## src/rtl/ax_branch_approx_decider_pkg.sv

```systemverilog
// Shared approximate-execution configuration: core-wide defaults, level type and LFSR polynomial.
// Imported by the decider, its LFSR and any other approximate unit.
package ax_branch_approx_decider_pkg;

   localparam int unsigned CONF_FETCH_WIDTH     = 4;
   localparam int unsigned CONF_AX_LEVEL_WIDTH  = 5;
   localparam int unsigned CONF_LFSR_WIDTH      = 32;
   localparam logic [31:0] CONF_LFSR_SEED       = 32'h0000_1010;

   // Maximal-length right-shift Galois taps.
   localparam logic [31:0] AX_LFSR_MASK         = 32'h8020_0003;

   typedef logic [CONF_AX_LEVEL_WIDTH-1:0] AxLevelPath;

endpackage

```

## src/rtl/ax_branch_approx_decider_if.sv

```systemverilog
// Front-end side of the approximate branch decider: requests, level/counter control and decisions.
interface ax_branch_approx_decider_if #(
   parameter int unsigned FETCH_WIDTH    = 4,
   parameter int unsigned AX_LEVEL_WIDTH = 5,
   parameter int unsigned COUNT_WIDTH    = 32
) ();

   logic                      stall;
   logic [FETCH_WIDTH-1:0]    req;
   logic                      levelWe;
   logic [AX_LEVEL_WIDTH-1:0] levelIn;
   logic                      countClear;
   logic [FETCH_WIDTH-1:0]    decValid;
   logic [FETCH_WIDTH-1:0]    decApprox;
   logic [AX_LEVEL_WIDTH-1:0] level;
   logic [COUNT_WIDTH-1:0]    approxCount;

   modport master (
      output stall, req, levelWe, levelIn, countClear,
      input  decValid, decApprox, level, approxCount
   );

   modport slave (
      input  stall, req, levelWe, levelIn, countClear,
      output decValid, decApprox, level, approxCount
   );

endinterface

```

## src/rtl/ax_lfsr.sv

```systemverilog
// Seeded right-shift Galois LFSR that steps only when asked; reusable by any approximate unit.
module ax_lfsr
   import ax_branch_approx_decider_pkg::*;
#(
   parameter int unsigned       WIDTH = CONF_LFSR_WIDTH,
   parameter logic [WIDTH-1:0]  SEED  = WIDTH'(CONF_LFSR_SEED),
   parameter logic [WIDTH-1:0]  MASK  = WIDTH'(AX_LFSR_MASK)
) (
   input  logic             clk,
   input  logic             rst,
   input  logic             advance,
   output logic [WIDTH-1:0] value
);

   logic [WIDTH-1:0] state_q;
   logic [WIDTH-1:0] state_d;

   // An all-zero state is a fixed point, so the seed must be nonzero.
   if (SEED == '0) begin : gen_seed_check
      $error("ax_lfsr: SEED must be nonzero");
   end

   always_comb begin
      state_d = state_q;
      if (advance) begin
         state_d = state_q[0] ? ((state_q >> 1) ^ MASK) : (state_q >> 1);
      end
   end

   always_ff @(posedge clk) begin
      if (rst) begin
         state_q <= SEED;
      end else begin
         state_q <= state_d;
      end
   end

   assign value = state_q;

endmodule

```

## src/rtl/ax_branch_approx_decider.sv

```systemverilog
// Per-lane stochastic approve/reject for approximable branches, with a saturating approval count.
module ax_branch_approx_decider
   import ax_branch_approx_decider_pkg::*;
#(
   parameter int unsigned            FETCH_WIDTH    = CONF_FETCH_WIDTH,
   parameter int unsigned            AX_LEVEL_WIDTH = CONF_AX_LEVEL_WIDTH,
   parameter int unsigned            LFSR_WIDTH     = CONF_LFSR_WIDTH,
   parameter logic [LFSR_WIDTH-1:0]  LFSR_SEED      = LFSR_WIDTH'(CONF_LFSR_SEED),
   parameter int unsigned            COUNT_WIDTH    = 32
) (
   input logic                        clk,
   input logic                        rst,
   ax_branch_approx_decider_if.slave  bus
);

   localparam int unsigned RND_BITS = FETCH_WIDTH * AX_LEVEL_WIDTH;

   if (LFSR_WIDTH < RND_BITS) begin : gen_width_check
      $error("ax_branch_approx_decider: LFSR_WIDTH must cover FETCH_WIDTH*AX_LEVEL_WIDTH");
   end

   logic [LFSR_WIDTH-1:0]     lfsr_value;
   logic                      accept;
   logic                      advance;
   logic [FETCH_WIDTH-1:0]    approve;
   logic [FETCH_WIDTH-1:0]    dec_valid_q;
   logic [FETCH_WIDTH-1:0]    dec_approx_q;
   logic [AX_LEVEL_WIDTH-1:0] level_q;
   logic [COUNT_WIDTH-1:0]    count_q;
   logic [COUNT_WIDTH-1:0]    count_d;
   logic [COUNT_WIDTH-1:0]    count_base;
   logic [COUNT_WIDTH:0]      incr;
   logic [COUNT_WIDTH:0]      sum;

   assign accept  = !bus.stall;
   // The sequence only moves when a decision actually consumes random bits.
   assign advance = accept && (|bus.req);

   ax_lfsr #(
      .WIDTH (LFSR_WIDTH),
      .SEED  (LFSR_SEED),
      .MASK  (LFSR_WIDTH'(AX_LFSR_MASK))
   ) u_lfsr (
      .clk     (clk),
      .rst     (rst),
      .advance (advance),
      .value   (lfsr_value)
   );

   if (LFSR_WIDTH > RND_BITS) begin : gen_spare_bits
      logic unused_lfsr_bits;
      assign unused_lfsr_bits = ^lfsr_value[LFSR_WIDTH-1:RND_BITS];
   end

   always_comb begin
      approve = '0;
      for (int unsigned i = 0; i < FETCH_WIDTH; i++) begin
         approve[i] = bus.req[i] &&
                      (lfsr_value[i*AX_LEVEL_WIDTH +: AX_LEVEL_WIDTH] < level_q);
      end
   end

   // Clear wins over the old value but still lets this cycle's approvals land.
   always_comb begin
      incr = '0;
      for (int unsigned i = 0; i < FETCH_WIDTH; i++) begin
         incr = incr + (COUNT_WIDTH+1)'(approve[i]);
      end
      count_base = bus.countClear ? '0 : count_q;
      sum        = {1'b0, count_base} + incr;
      count_d    = count_base;
      if (accept) begin
         count_d = sum[COUNT_WIDTH] ? '1 : sum[COUNT_WIDTH-1:0];
      end
   end

   always_ff @(posedge clk) begin
      if (rst) begin
         dec_valid_q  <= '0;
         dec_approx_q <= '0;
         level_q      <= '0;
         count_q      <= '0;
      end else begin
         if (bus.levelWe) begin
            level_q <= bus.levelIn;
         end
         if (accept) begin
            dec_valid_q  <= bus.req;
            dec_approx_q <= approve;
         end else begin
            dec_valid_q  <= '0;
            dec_approx_q <= '0;
         end
         count_q <= count_d;
      end
   end

   assign bus.decValid    = dec_valid_q;
   assign bus.decApprox   = dec_approx_q;
   assign bus.level       = level_q;
   assign bus.approxCount = count_q;

endmodule

```

## src/flat_wrapper.sv

```systemverilog
// flat-port wrapper written by rule: the top's interface ports become plain ports
module ax_branch_approx_decider_flat import ax_branch_approx_decider_pkg::*;
#(
   parameter int unsigned            FETCH_WIDTH    = CONF_FETCH_WIDTH,
   parameter int unsigned            AX_LEVEL_WIDTH = CONF_AX_LEVEL_WIDTH,
   parameter int unsigned            LFSR_WIDTH     = CONF_LFSR_WIDTH,
   parameter logic [LFSR_WIDTH-1:0]  LFSR_SEED      = LFSR_WIDTH'(CONF_LFSR_SEED),
   parameter int unsigned            COUNT_WIDTH    = 32
)
  (clk, rst, bus_stall, bus_req, bus_levelWe, bus_levelIn, bus_countClear, bus_decValid, bus_decApprox, bus_level, bus_approxCount);
  ax_branch_approx_decider_if #(.FETCH_WIDTH(FETCH_WIDTH), .AX_LEVEL_WIDTH(AX_LEVEL_WIDTH), .COUNT_WIDTH(COUNT_WIDTH)) bus_i ();
  input logic clk;
  input logic rst;
  input wire logic [$bits(bus_i.stall)-1:0] bus_stall;
  input wire logic [$bits(bus_i.req)-1:0] bus_req;
  input wire logic [$bits(bus_i.levelWe)-1:0] bus_levelWe;
  input wire logic [$bits(bus_i.levelIn)-1:0] bus_levelIn;
  input wire logic [$bits(bus_i.countClear)-1:0] bus_countClear;
  output wire logic [$bits(bus_i.decValid)-1:0] bus_decValid;
  output wire logic [$bits(bus_i.decApprox)-1:0] bus_decApprox;
  output wire logic [$bits(bus_i.level)-1:0] bus_level;
  output wire logic [$bits(bus_i.approxCount)-1:0] bus_approxCount;
  assign bus_i.stall = bus_stall;
  assign bus_i.req = bus_req;
  assign bus_i.levelWe = bus_levelWe;
  assign bus_i.levelIn = bus_levelIn;
  assign bus_i.countClear = bus_countClear;
  assign bus_decValid = bus_i.decValid;
  assign bus_decApprox = bus_i.decApprox;
  assign bus_level = bus_i.level;
  assign bus_approxCount = bus_i.approxCount;
  ax_branch_approx_decider #(.FETCH_WIDTH(FETCH_WIDTH), .AX_LEVEL_WIDTH(AX_LEVEL_WIDTH), .LFSR_WIDTH(LFSR_WIDTH), .LFSR_SEED(LFSR_SEED), .COUNT_WIDTH(COUNT_WIDTH)) u_core (.clk(clk), .rst(rst), .bus(bus_i));
endmodule
```

## config.mk

```make
export PLATFORM = sky130hd
export DESIGN_NAME = ax_branch_approx_decider_flat
export DESIGN_NICKNAME = d
export VERILOG_FILES = /design/src/rtl/ax_branch_approx_decider_pkg.sv /design/src/rtl/ax_branch_approx_decider_if.sv /design/src/rtl/ax_lfsr.sv /design/src/rtl/ax_branch_approx_decider.sv /design/src/flat_wrapper.sv
export SDC_FILE = /design/constraint.sdc
export NUM_CORES = 1
export LEC_CHECK = 0
export ABC_AREA = 1
export BUFFER_PORTS_ARGS = -buffer_cell sky130_fd_sc_hd__buf_2
export CAP_MARGIN = 10
export CORE_MARGIN = 5
export CORE_UTILIZATION = 52
export DETAILED_ROUTE_END_ITERATION = 8
export PLACE_DENSITY = 0.76
export REMOVE_ABC_BUFFERS = 1
export SYNTH_ARGS = -nofsm -noshare
export SYNTH_HDL_FRONTEND = slang
export SYNTH_SLANG_ARGS = --single-unit
export TNS_END_PERCENT = 10
```

## constraint.sdc

```tcl
create_clock -name clk -period 3.5 [get_ports clk]
set_clock_uncertainty 0.1 [all_clocks]
set_input_delay 0.175 -clock clk [delete_from_list [all_inputs] [get_ports clk]]
set_output_delay 0.175 -clock clk [all_outputs]
set_load 0.01 [all_outputs]
```

=== Word-level counts from Yosys, hierarchy flattened ===
Index checks and enable logic that the tools add are counted.
W data, S select, Z words.

* Reductions and logical operators: 8
* $add $sub $neg: 4
* Magnitude comparators: 4
* Bitwise operators: 1
* Multiplexer cells: 4

{| class="wikitable"
|+ Operators by type and width
! cell !! number
|-
| $mux W32 || 4
|-
| $add A33 B1 Y33 || 2
|-
| $add A32 B33 Y33 || 1
|-
| $lt A5 B5 Y1 || 4
|-
| $logic_and A1 B1 Y1 || 5
|-
| $not A3 Y4 || 1
|-
| $reduce_or A4 Y1 || 1
|-
| $add A1 B1 Y2 || 1
|-
| $reduce_or A2 Y1 || 1
|-
| $logic_not A1 Y1 || 1
|}

* Flip-flop bits (word level): 77
* Output and inout port bits: 45
* Input port bits: 14
* Word-level logic and storage cells: 26

=== Depth between registers and ports, before layout ===
* Word-level depth: 8
* Depth in mapped cells: 25
* Gate-level depth less buffers: 25

=== By module ===
From an unflattened synthesis, not the netlist that was laid out.

* Cells, all modules: 605
* Area total of the unflattened synthesis: 4436.8 um^2

{| class="wikitable"
|+ By module, submodules not included
! module !! area each (um^2) !! times used !! seq. area each (um^2) !! cells an instance
|-
| ax_branch_approx_decider || 3239.4 || 1 || 900.9 || 456
|-
| ax_lfsr || 1197.4 || 1 || 640.6 || 149
|}

=== Least setup slack after synthesis ===
No wires, ideal clock.

* Path kind: register to register
* From: register u_core.level_q[1], in the netlist u_core.bus.level[1]
* To: register u_core.count_q[26], in the netlist u_core.bus.approxCount[26]
* Data required time: 3287 ps
* Path buffers: 1
* Path slack: -131 ps
* Arrival time: 3418 ps
* Cell stages (with the launch flop): 25
* Library setup time: 113 ps
* Clock period less this slack: 3631 ps
* Cell sequence: dfxtp_1 -> inv_1 -> ha_1 -> o21ai_0 -> a21boi_0 -> o21ai_0 -> a21boi_0 -> nor2_1 -> ha_1 -> inv_1 -> fa_1 -> inv_1 -> ha_1 -> fa_1 -> nand2_1 -> nand2_1 -> nand2_1 -> nor2_1 -> nand2_2 -> nor3_2 -> nand2_2 -> buf_6 -> nand2_1 -> o21ai_1 -> inv_1

* Cells in the longest elaborated chain, start to end: 8
* Elaborated cells on any way between the ends: 14
* Classes of those cells: 4 x add/sub; 4 x order compare; 2 x mux; 4 x reduce/logical

{| class="wikitable"
|+ RTL lines
! what !! line !! RTL
|-
| start, declared || ax_branch_approx_decider.sv:28 || <nowiki>logic [AX_LEVEL_WIDTH-1:0] level_q;</nowiki>
|-
| start signal, assigned || ax_branch_approx_decider.sv:85 || <nowiki>level_q <= bus.levelIn;</nowiki>
|-
| $lt A5 B5 Y1 || ax_branch_approx_decider.sv:59 || <nowiki>(lfsr_value[i*AX_LEVEL_WIDTH +: AX_LEVEL_WIDTH] < level_q);</nowiki>
|-
| $logic_and A1 B1 Y1 || ax_branch_approx_decider.sv:58 || <nowiki>approve[i] = bus.req[i] &&</nowiki>
|-
| via u_core.approve[1] || ax_branch_approx_decider.sv:25 || <nowiki>logic [FETCH_WIDTH-1:0] approve;</nowiki>
|-
| $add A1 B1 Y2 || ax_branch_approx_decider.sv:67 || <nowiki>incr = incr + (COUNT_WIDTH+1)'(approve[i]);</nowiki>
|-
| $add A33 B1 Y33 (2 in series) || ax_branch_approx_decider.sv:67 ||
|-
| $add A32 B33 Y33 || ax_branch_approx_decider.sv:70 || <nowiki>sum = {1'b0, count_base} + incr;</nowiki>
|-
| $mux W32 || ax_branch_approx_decider.sv:73 || <nowiki>count_d = sum[COUNT_WIDTH] ? '1 : sum[COUNT_WIDTH-1:0];</nowiki>
|-
| $mux W32 || ax_branch_approx_decider.sv:72 || <nowiki>if (accept) begin</nowiki>
|-
| end signal, assigned || ax_branch_approx_decider.sv:94 || <nowiki>count_q <= count_d;</nowiki>
|-
| end, declared || ax_branch_approx_decider.sv:29 || <nowiki>logic [COUNT_WIDTH-1:0] count_q;</nowiki>
|}

The timed path passes the listed nets, and every way through them passes these cells.
A chain may end at the register's enable or synchronous reset.

=== Final worst setup path ===
Same ends and word-level chain as after synthesis.

==> flow_summary.toml <==
[clock_tree]
path_clk_slew_ns = 0.09
cts_tree = "built"
numCtsBuffers = 9
cts_buffer_depth = 2
cts.sinks = 77
insertion_delay_ns = 0.35
root_buffer = "clkbuf_8"
htreeDepth = 3

[hold_path]
hp-start = "bus_levelIn[1]"
min_to = "u_core.bus.level[1]"
hold_path.class = "in -> reg"
whs_path_depth = 3

[timing]
hold_viol_final = 0
fmax_ghz = 0.2676
drv_slew = 0
setup_viol = 30
tightest_slew_ns = 0.7399
relSlewSlack_pct = 50.62
hold_ws_ns = 0.05794
rsz0062_at_grt = "yes"
finalCritPeriodShare_pct = 106.8
period_needed_ns = 3.738
setup_ws_ns = -0.2376

[drt]
detail-route-antenna-nets = 0
drt-total-wl_um = 11460
vias = 4222
vias_per_cell = 5.331
drt_pass1_iterations = 5
drtIter0Drc = 266
routedWlPerCell_um = 14.47
drc = 0

[critical_path]
crit_arrival_ns = 3.88
required_ns = 3.65
cp-end-kind = "flip-flop"
crit_slowest_cell = "fa_1"
r2r_start = "u_core.bus.level[1]"
max_stage_delay_ns = 0.54
timing.rr.end = "u_core.bus.approxCount[26]"
crit_chain = "inv_4 > ha_4 > o21ai_2 > a21boi_1 > o21ai_1 > a21boi_2 > nor2_1 > ha_1 > inv_2 > fa_1 > inv_2 > ha_4 > fa_2 > nand2_1 > nand2_1 > nand2_2 > nor2_2 > nand2_2 > nor3_4 > nand2_2 > buf_12 > nand2_1 > o21ai_2 > inv_1"
worst-path-buf-inv = 5
crit_family = "adder cells"
crit_type = "reg -> reg"
cp_max_fo = 9
critPathLaunchType = "flip-flop"
reg2regPathDepth = 24
r2r_setup_slack_ns = -0.24

[flow_run]
maxCapViolations = 0

[global_routing]
grt_usage_pct = 23.19
grt_overflow_total = 0
grt_max_degree = 34
antenna_found_initial = 0
first_global_vias = 4008
grt_pass1_wl_um = 18740

[yosys]
synthTopCellsByArea = "dfxtp_1 (37%), nor2_1 (9.4%), nand2_1 (8.3%)"
yosysTopAreaCell = "dfxtp_1"
synth_top_area_share_pct = 36.67
synth_cell_types = 36
syn-cell-area_mm2 = 0.004204
ys_ff_latch = 77
syn_avg_cell_area_um2 = 7.054
synth_warnings = 0
synth_seq_area_share_pct = 36.67
synthCells = 596

[floorplan]
die_x_um = 99.92
initial_utilization_pct = 53.85
fp.coreArea_mm2 = 0.007807
die_area_mm2 = 0.009983
die_height_um = 99.92
ios = 59
rows = 32

[status]
outcome = "finished, violations left"
violations = "negative setup slack"

[power_and_ir_drop]
switchingPower_uw = 572.7
cellPowerDensity_mw_per_mm2 = 378.6
power_mw = 1.969
power.share.clock_pct = 36.7
p_int_mw = 1.396
combPwrFrac_pct = 15.5
ir_drop_uv = 328.9
swShare_pct = 29.09
p_leak_nw = 2.396
seq_power_share_pct = 47.7

[finish]
nNetsFinal = 722
synthToLayoutAreaGrowth_pct = 23.69
diodes = 0
layoutNonFillerInstCount = 792
drive_gt1_share_pct = 24.06

[place]
io_buffers = 58
hpwl_um = 7894
dp.cells = 763
gp_congestion = 0.9418
place_ws_ns = -0.4290
worst register-to-register path, delay by kind of cell (launching register included):
family | cells | cell delay (ns)
and+or+nand+nor | 9 | 0.69
DFF | 1 | 0.37
AOI/OAI and AO/OA | 5 | 0.54
buffers and inverters | 5 | 0.36
adders and majority gates | 5 | 1.58
timing repair:
action	CTS	global route
pin swaps	7	4
setup endpoints to repair	32	32
gates resized for setup	32	13
hold buffers	8	0
setup buffers	4	1
endpoints found under the hold margin	8	0
synth_stat cells, drive strengths merged:
library cell / n
nor2: 120
nand2: 98
dfxtp: 77
inv: 73
nand3: 55
o21ai: 48
a21oi: 29
ha: 21
buf: 12
nand4: 12
clkbuf: 9
xor2: 7
a21boi: 6
nor3: 6
xnor2: 6
a31oi: 3
clkinv: 3
or2: 3
fa: 2
nand3b: 2
a211oi: 1
and3: 1
o2111ai: 1
o21bai: 1
cell type report:
class,instances,area (um2)
well taps,102,127.6
multi-input cells,422,2379
repair buffers,99,646.9
flip-flops and latches,77,1544
clock inverters,7,86.33
fillers,664,2608
inverters,76,292.8
clock buffers,9,123.9
routing by layer:
metal / GRT usage (%) / up-vias / wire length, um
met2: 38.89 / 165 / 5532
met4: 9.454 / 0 / 306
met5: 0 / - / 0
li1: - / 2096 / -
met3: 4.656 / 30 / 812
met1: 29.05 / 1931 / 4808
kinds of logic (layout without fill, tap and decap cells):
kind of cell	count (synthesis)	count (layout)	share of synthesized area [%]
AND/OR/NAND/NOR	297	297	32.29
adder cells (fa/ha/maj)	23	23	7.202
buffers and inverters	97	191	9.881
flip-flops	77	77	36.67
AO/OA/AOI/OAI	89	89	11.25
XOR/XNOR	13	13	2.708
placed cells by master, fill, tap and decap left out, types with 3 or more instances in the layout:
cell | Yosys | routed
nor2_1 | 105 | 101
nand2_1 | 93 | 90
dfxtp_1 | 77 | 75
inv_1 | 73 | 69
buf_2 | 4 | 58
nand3_1 | 51 | 49
o21ai_0 | 46 | 41
buf_4 | 0 | 30
a21oi_1 | 29 | 25
ha_1 | 21 | 18
nor2_2 | 10 | 11
nand4_1 | 11 | 11
clkbuf_8 | 0 | 9
nor2_4 | 5 | 8
nand2_2 | 5 | 8
dlygate4sd3_1 | 0 | 8
xor2_1 | 7 | 7
xnor2_1 | 6 | 6
nand3_2 | 3 | 5
o21ai_1 | 2 | 4
a21oi_2 | 0 | 4
nor3_1 | 4 | 4
inv_2 | 0 | 3
or2_2 | 3 | 3
o21ai_2 | 0 | 3
a31oi_1 | 3 | 3
ha_4 | 0 | 3
inv_6 | 0 | 3
power by group through the flow:
stage          clock (mW)  combinational [mW]  sequential (mW)
3_5_place_dp            0               0.250            0.957
6_report            0.723               0.306            0.940
2_1_floorplan           0               0.140            0.959
3_3_place_gp            0               0.235            0.956
5_1_grt             0.789               0.340            0.945
4_1_cts             0.739               0.292            0.939
worst max-delay path by stage:
stage / from / to / slack [ns] / cells after the start
finish: u_core.bus.level[1] / u_core.bus.approxCount[26] / -0.24 / 24
global route: u_core.bus.level[1] / u_core.bus.approxCount[25] / -0.43 / 24
CTS: u_core.bus.level[1] / u_core.bus.approxCount[26] / -0.19 / 24
detailed placement: u_core.bus.level[1] / u_core.bus.approxCount[30] / -0.43 / 25
global placement: u_core.bus.level[1] / u_core.bus.approxCount[26] / -0.20 / 24
floorplan: u_core.bus.level[1] / u_core.bus.approxCount[25] / -0.20 / 23
through the flow:
| stage | utilization, % | cell area, um2 | setup TNS (ns) |
|---|---|---|---|
| 2_1_floorplan | - | 4079 | -2.673 |
| 3_3_place_gp | 60.61 | 4732 | -3.780 |
| 3_5_place_dp | 60.61 | 4732 | -10.78 |
| 4_1_cts | 65.95 | 5149 | -3.224 |
| 5_1_grt | 66.60 | 5200 | -9.913 |
| 6_report | 66.60 | 5200 | -4.188 |
registers in the layout (all words and copies together) (netlist names):
name,cells
u_core.bus.approxCount,32
u_core.u_lfsr.value,32
u_core.bus.decApprox,4
u_core.bus.decValid,4
u_core.bus.level,5
Note: power is estimated with default switching activity, not from simulation.
